### src/rtl/sd_present_state_gen.sv
// Live Present State status bits: command/DAT inhibit, the data-transfer FSM, pin synchronisers and card-detect debounce.
// Status outputs are registered one cycle behind their cause; level outputs trail the pins by two cycles.
module sd_present_state_gen #(
  parameter int BUF_WORDS  = 128,
  parameter int WCNT_W     = 8,
  parameter int BCNT_W     = 16,
  parameter int DEB_CYCLES = 1024
) (
  input  logic              clk,
  input  logic              rst,
  input  logic              cmd_issue,
  input  logic              cmd_data_present,
  input  logic              cmd_dir_read,
  input  logic              cmd_busy_resp,
  input  logic              cmd_end,
  input  logic [BCNT_W-1:0] blk_count,
  input  logic              dat_blk_done,
  input  logic              dat_busy_in,
  input  logic              buf_word_rd,
  input  logic              buf_word_wr,
  input  logic              abort,
  input  logic              cd_n_raw,
  input  logic              wp_raw,
  input  logic              cmd_raw,
  input  logic [3:0]        dat_raw,
  output logic              cmd_inhibit_cmd,
  output logic              cmd_inhibit_dat,
  output logic              dat_line_active,
  output logic              read_transfer_active,
  output logic              write_transfer_active,
  output logic              buffer_read_enable,
  output logic              buffer_write_enable,
  output logic              card_inserted,
  output logic              card_state_stable,
  output logic              card_detect_level,
  output logic              wp_level,
  output logic              cmd_level,
  output logic [3:0]        dat_level,
  output logic              xfer_complete
);

  localparam int                DCNT_W    = $clog2(DEB_CYCLES + 1);
  localparam logic [DCNT_W-1:0] DEB_MAX   = DCNT_W'(DEB_CYCLES - 1);
  localparam logic [WCNT_W-1:0] WORD_LAST = WCNT_W'(BUF_WORDS - 1);
  localparam logic [BCNT_W-1:0] ONE_BLK   = BCNT_W'(1);

  typedef enum logic [2:0] {IDLE, WR_FILL, WR_SEND, WR_BUSY, RD_WAIT, RD_DRAIN, R1B} state_t;

  // Detect is synchronised already inverted so every flop resets to 0.
  logic       cdS1, wpS1, cmdS1;
  logic [3:0] datS1;
  logic [DCNT_W-1:0] debCnt;
  logic       insPrev;

  always_ff @(posedge clk) begin
    if (rst) begin
      cdS1 <= 1'b0; card_detect_level <= 1'b0;
      wpS1 <= 1'b0; wp_level <= 1'b0;
      cmdS1 <= 1'b0; cmd_level <= 1'b0;
      datS1 <= '0; dat_level <= '0;
      debCnt <= '0;
      card_state_stable <= 1'b0;
      card_inserted <= 1'b0;
      insPrev <= 1'b0;
    end else begin
      cdS1 <= ~cd_n_raw; card_detect_level <= cdS1;
      wpS1 <= wp_raw;    wp_level <= wpS1;
      cmdS1 <= cmd_raw;  cmd_level <= cmdS1;
      datS1 <= dat_raw;  dat_level <= datS1;
      insPrev <= card_inserted;
      if (cdS1 != card_detect_level) begin
        debCnt <= '0;
        card_state_stable <= 1'b0;
      end else if (debCnt != DEB_MAX) begin
        debCnt <= debCnt + DCNT_W'(1);
      end else begin
        card_state_stable <= 1'b1;
        card_inserted <= card_detect_level;
      end
    end
  end

  state_t            state, stateNext;
  logic [WCNT_W-1:0] wordCnt, wordCntNext;
  logic [BCNT_W-1:0] remBlk, remBlkNext;
  logic              endSeen, endSeenNext, xferNext;
  logic              needsDat, issueOk, cardGone;

  assign needsDat = cmd_data_present | cmd_busy_resp;
  // cmd_end in the same cycle as an issue wins; the issue is dropped.
  assign issueOk  = cmd_issue & ~cmd_end & ~cmd_inhibit_cmd & ~(needsDat & cmd_inhibit_dat);
  assign cardGone = insPrev & ~card_inserted;

  always_comb begin
    stateNext   = state;
    wordCntNext = wordCnt;
    remBlkNext  = remBlk;
    endSeenNext = endSeen;
    xferNext    = 1'b0;
    if (abort || cardGone) begin
      stateNext   = IDLE;
      wordCntNext = '0;
      remBlkNext  = '0;
      endSeenNext = 1'b0;
    end else begin
      case (state)
        IDLE: begin
          if (issueOk && needsDat) begin
            remBlkNext  = (blk_count == '0) ? ONE_BLK : blk_count;
            wordCntNext = '0;
            endSeenNext = 1'b0;
            if (cmd_data_present) stateNext = cmd_dir_read ? RD_WAIT : WR_FILL;
            else                  stateNext = R1B;
          end
        end
        WR_FILL: begin
          if (buf_word_wr) begin
            if (wordCnt == WORD_LAST) begin
              wordCntNext = '0;
              stateNext   = WR_SEND;
            end else begin
              wordCntNext = wordCnt + WCNT_W'(1);
            end
          end
        end
        WR_SEND: begin
          if (dat_blk_done) begin
            remBlkNext = remBlk - ONE_BLK;
            stateNext  = (remBlk == ONE_BLK) ? WR_BUSY : WR_FILL;
          end
        end
        WR_BUSY: begin
          if (!dat_busy_in) begin
            stateNext = IDLE;
            xferNext  = 1'b1;
          end
        end
        RD_WAIT: begin
          if (dat_blk_done) stateNext = RD_DRAIN;
        end
        RD_DRAIN: begin
          if (buf_word_rd) begin
            if (wordCnt == WORD_LAST) begin
              wordCntNext = '0;
              remBlkNext  = remBlk - ONE_BLK;
              if (remBlk == ONE_BLK) begin
                stateNext = IDLE;
                xferNext  = 1'b1;
              end else begin
                stateNext = RD_WAIT;
              end
            end else begin
              wordCntNext = wordCnt + WCNT_W'(1);
            end
          end
        end
        R1B: begin
          if (cmd_end) endSeenNext = 1'b1;
          if ((endSeen || cmd_end) && !dat_busy_in) begin
            stateNext   = IDLE;
            endSeenNext = 1'b0;
          end
        end
        default: stateNext = IDLE;
      endcase
    end
  end

  always_ff @(posedge clk) begin
    if (rst) begin
      state   <= IDLE;
      wordCnt <= '0;
      remBlk  <= '0;
      endSeen <= 1'b0;
      cmd_inhibit_cmd       <= 1'b0;
      cmd_inhibit_dat       <= 1'b0;
      dat_line_active       <= 1'b0;
      read_transfer_active  <= 1'b0;
      write_transfer_active <= 1'b0;
      buffer_read_enable    <= 1'b0;
      buffer_write_enable   <= 1'b0;
      xfer_complete         <= 1'b0;
    end else begin
      state   <= stateNext;
      wordCnt <= wordCntNext;
      remBlk  <= remBlkNext;
      endSeen <= endSeenNext;
      if (cmd_end)      cmd_inhibit_cmd <= 1'b0;
      else if (issueOk) cmd_inhibit_cmd <= 1'b1;
      cmd_inhibit_dat       <= (stateNext != IDLE);
      dat_line_active       <= (stateNext == WR_SEND) || (stateNext == WR_BUSY) ||
                               (stateNext == RD_WAIT) || (stateNext == R1B);
      read_transfer_active  <= (stateNext == RD_WAIT) || (stateNext == RD_DRAIN);
      write_transfer_active <= (stateNext == WR_FILL) || (stateNext == WR_SEND) ||
                               (stateNext == WR_BUSY);
      buffer_read_enable    <= (stateNext == RD_DRAIN);
      buffer_write_enable   <= (stateNext == WR_FILL);
      xfer_complete         <= xferNext;
    end
  end

endmodule

### config.mk
export PLATFORM = sky130hd
export DESIGN_NAME = sd_present_state_gen
export DESIGN_NICKNAME = d
export VERILOG_FILES = /design/src/rtl/sd_present_state_gen.sv
export SDC_FILE = /design/constraint.sdc
export NUM_CORES = 1
export LEC_CHECK = 0
export CAP_MARGIN = 15
export CORE_ASPECT_RATIO = 1.5
export CORE_MARGIN = 2
export CORE_UTILIZATION = 40
export DETAILED_ROUTE_END_ITERATION = 8
export PLACE_DENSITY = 0.62
export SYNTH_ARGS = -nofsm -noshare
export SYNTH_HDL_FRONTEND = slang
export SYNTH_SLANG_ARGS = --single-unit
### constraint.sdc
create_clock -name clk -period 2.2 [get_ports clk]
set_input_delay 0.22 -clock clk [delete_from_list [all_inputs] [get_ports clk]]
set_output_delay 0.22 -clock clk [all_outputs]
set_load 0.05 [all_outputs]
==> impl_metrics.env <==
export IMPL_outcome="completed"
export IMPL_dp_cells=546
export IMPL_place_gp_congestion=0.8541
export IMPL_clockBufferDepth=2
export IMPL_slew_violations=0
export IMPL_fmax_mhz=496.1
export IMPL_numClockSinks=64
export IMPL_die_area_um2=8637
export IMPL_synthCells=385
export IMPL_synth_edff_count=0
export IMPL_synth_seq_cells=64
export IMPL_rows=39
export IMPL_async_flop_share_pct=0
export IMPL_start_util_pct=41.22
export IMPL_vias_per_cell=5.289
export IMPL_maxCapViolCount=0
export IMPL_synthFlopType="dfxtp_1"
export IMPL_slew_headroom_pct=63.20
export IMPL_crit_type="reg -> reg"
export IMPL_synth_cell_types=59
export IMPL_hp_class="in -> reg"
export IMPL_rrSetupSlack_ps=180
export IMPL_cts_root_buf="clkbuf_16"
export IMPL_antenna_found_initial=0
export IMPL_setup_viol=0
export IMPL_n_antenna_cell=0
export IMPL_drc_errors=0
export IMPL_period_needed_ps=2016
export IMPL_grt_pass1_wl_mm=13.34
export IMPL_final_cells=561
export IMPL_numCtsBuffers=9
export IMPL_ctsResizeCount=0
export IMPL_syn_area_um2=3158
export IMPL_htree_levels=3
export IMPL_grt_usage_pct=19.27
export IMPL_crit_fanout=31
export IMPL_hold_buffers=0
export IMPL_rsz0062_at_grt="no"
export IMPL_grt_max_degree=32
export IMPL_io_pins=52
export IMPL_drive_above_1_share_pct=11.11
export IMPL_ir_worst_vdd_v=0.0005235
export IMPL_cp_required_ps=2420
export IMPL_fin_worst_skew_ps=4.747
export IMPL_synthTopCellsByArea="dfxtp_1 41%, a21oi_1 5.9%, nand2_1 3.9%, nor2_1 3.9%, nor2b_1 3.6%"
export IMPL_leakagePower_uw=0.001543
export IMPL_worstSetupEndpointType="flip-flop"
export IMPL_yosysSeqAreaShare_pct=40.57
export IMPL_startpoint_type="flip-flop"
export IMPL_drt_pass1_iter_count=4
export IMPL_final_nets=494
export IMPL_vias=2967
export IMPL_gr_total_overflow=0
export IMPL_cts_tree="yes"
export IMPL_wl_mm=7.665
export IMPL_area_delta_synth_final_pct=33.04
export IMPL_die_y_um=112.8
export IMPL_wire_per_inst_um=13.66
export IMPL_ant_nets=0
export IMPL_post_route_period_util_pct=91.63
export IMPL_synth_top_area_cell="dfxtp_1"
export IMPL_yosys_area_top_type_share_pct=40.57
export IMPL_fin_tns_setup_ps=0
export IMPL_worstMarginPinSlew_ps=552.0
export IMPL_grt_pass1_vias=2936
export IMPL_crit_arrival_ps=2230
export IMPL_hold_viol=0
export IMPL_clk_pin_slew_worst_paths_ps=50
export IMPL_final_area_um2=4202
export IMPL_io_buffers=51
export IMPL_drtIter0Drc=106
export IMPL_power_density_nw_per_um2=673.5
export IMPL_avgSynthCellArea_um2=8.203
export IMPL_mappedNetlistNets=424
export IMPL_die_x_um=76.55
export IMPL_dp_hpwl_mm=5.706
export IMPL_clock_latency_ps=330
export IMPL_post_cts_setup_buffers=0
export IMPL_placedInstanceArea_um2=3923
export IMPL_core_um2=7661
export IMPL_synth_warnings=0
[layout by cell type (no fill, tap or decap), drive strengths merged, types with 9 or more instances in the layout]
master and n:
a21oi 37, nand2 34, dfxtp 64, inv 16, o21ai 18, nor2b 18
buf 24, nor3 9, nor2 33, nand3 17, clkdlybuf4s50 51, a21o 9
nor4 10, clkbuf 10
[stage by stage]
stage / total power, µW / util (%) / worst slack (ps) / hold WS [ps]
floorplan: 1415 / - / 148.2 / 286.7
global placement: 1571 / 51.20 / -72.17 / 417.2
detailed placement: 1576 / 51.20 / -110.2 / 424.5
CTS: 2880 / 54.76 / 148.4 / 401.0
global route: 2969 / 54.84 / 53.81 / 410.2
finish: 2830 / 54.84 / 184.1 / 420.9
[final timing paths]
path | from | endpoint | cells after the start
max | state[1]$_SDFF_PP0_ | remBlk[8]$_SDFFE_PP0P_ | 6
min | cd_n_raw | cdS1$_SDFF_PP0_ | 2
max reg2reg | state[1]$_SDFF_PP0_ | remBlk[8]$_SDFFE_PP0P_ | 6
min reg2reg | debCnt[10]$_SDFFE_PP0N_ | debCnt[10]$_SDFFE_PP0N_ | 2
[logic make-up (layout without fill, tap and decap cells)]
group,after synthesis,count (layout),synth area share [%]
AND/OR/NAND/NOR,170,170,29.32
AO/OA/AOI/OAI,99,99,20.01
flip-flops,64,64,40.57
buffers and inverters,32,106,4.002
XOR/XNOR,15,15,4.160
adder cells (fa/ha/maj),4,4,1.585
multiplexers,1,1,0.3566
[worst max-delay path, stage by stage, from the launching register on]
cell     delay, ps
dfxtp_1        320
or4b_4         570
o32ai_2        340
nor2_1         120
buf_12         180
o21a_1         190
o21a_1         180
[where the power goes]
group | internal, µW | switching [µW] | total, µW
registers | 1190 | 17.2 | 1210
logic | 162 | 184 | 345
clock network | 782 | 497 | 1280
[cells in the mapped netlist (2+ instances only)]
master / n
clkbuf_1: 10
o21a_1: 8
dfxtp_1: 64
a211oi_1: 3
nand4b_1: 3
buf_2: 5
nor3_1: 9
nand4_1: 4
inv_1: 16
xnor2_1: 8
ha_1: 4
o22ai_1: 2
nand2_1: 33
nor4b_1: 2
o21ai_1: 2
a21oi_1: 37
or4_1: 5
nor2b_1: 18
a31oi_1: 7
nand2b_1: 7
nand3_1: 17
xor2_1: 7
and3_1: 8
o21ai_0: 16
nor2_1: 33
and2_1: 6
nand3b_1: 2
a21o_1: 9
nor4_1: 9
and4_1: 2
[area by class of cell]
type	instances	area, µm²
fillers	730	3460
multi-input cells	289	1757
clock inverters	5	33.78
clock buffers	10	239.0
inverters	16	60.06
repair buffers	75	703.2
well taps	102	127.6
flip-flops and latches	64	1281
[sequential cells by signal, summed over array words and instances (netlist names), 3 cells and up]
| register | flops |
|---|---|
| debCnt | 11 |
| state | 3 |
| wordCnt | 8 |
| dat_level | 4 |
| datS1 | 4 |
| remBlk | 16 |
[per-layer routing]
| metal | wire (µm) | vias up | GRT usage (%) |
|---|---|---|---|
| met5 | 0 | - | 0 |
| met4 | 55 | 0 | 9.697 |
| met2 | 4130 | 47 | 34.34 |
| met3 | 234 | 4 | 4.625 |
| li1 | - | 1513 | - |
| met1 | 3244 | 1403 | 21.27 |
(Power assumes the default switching activity.)
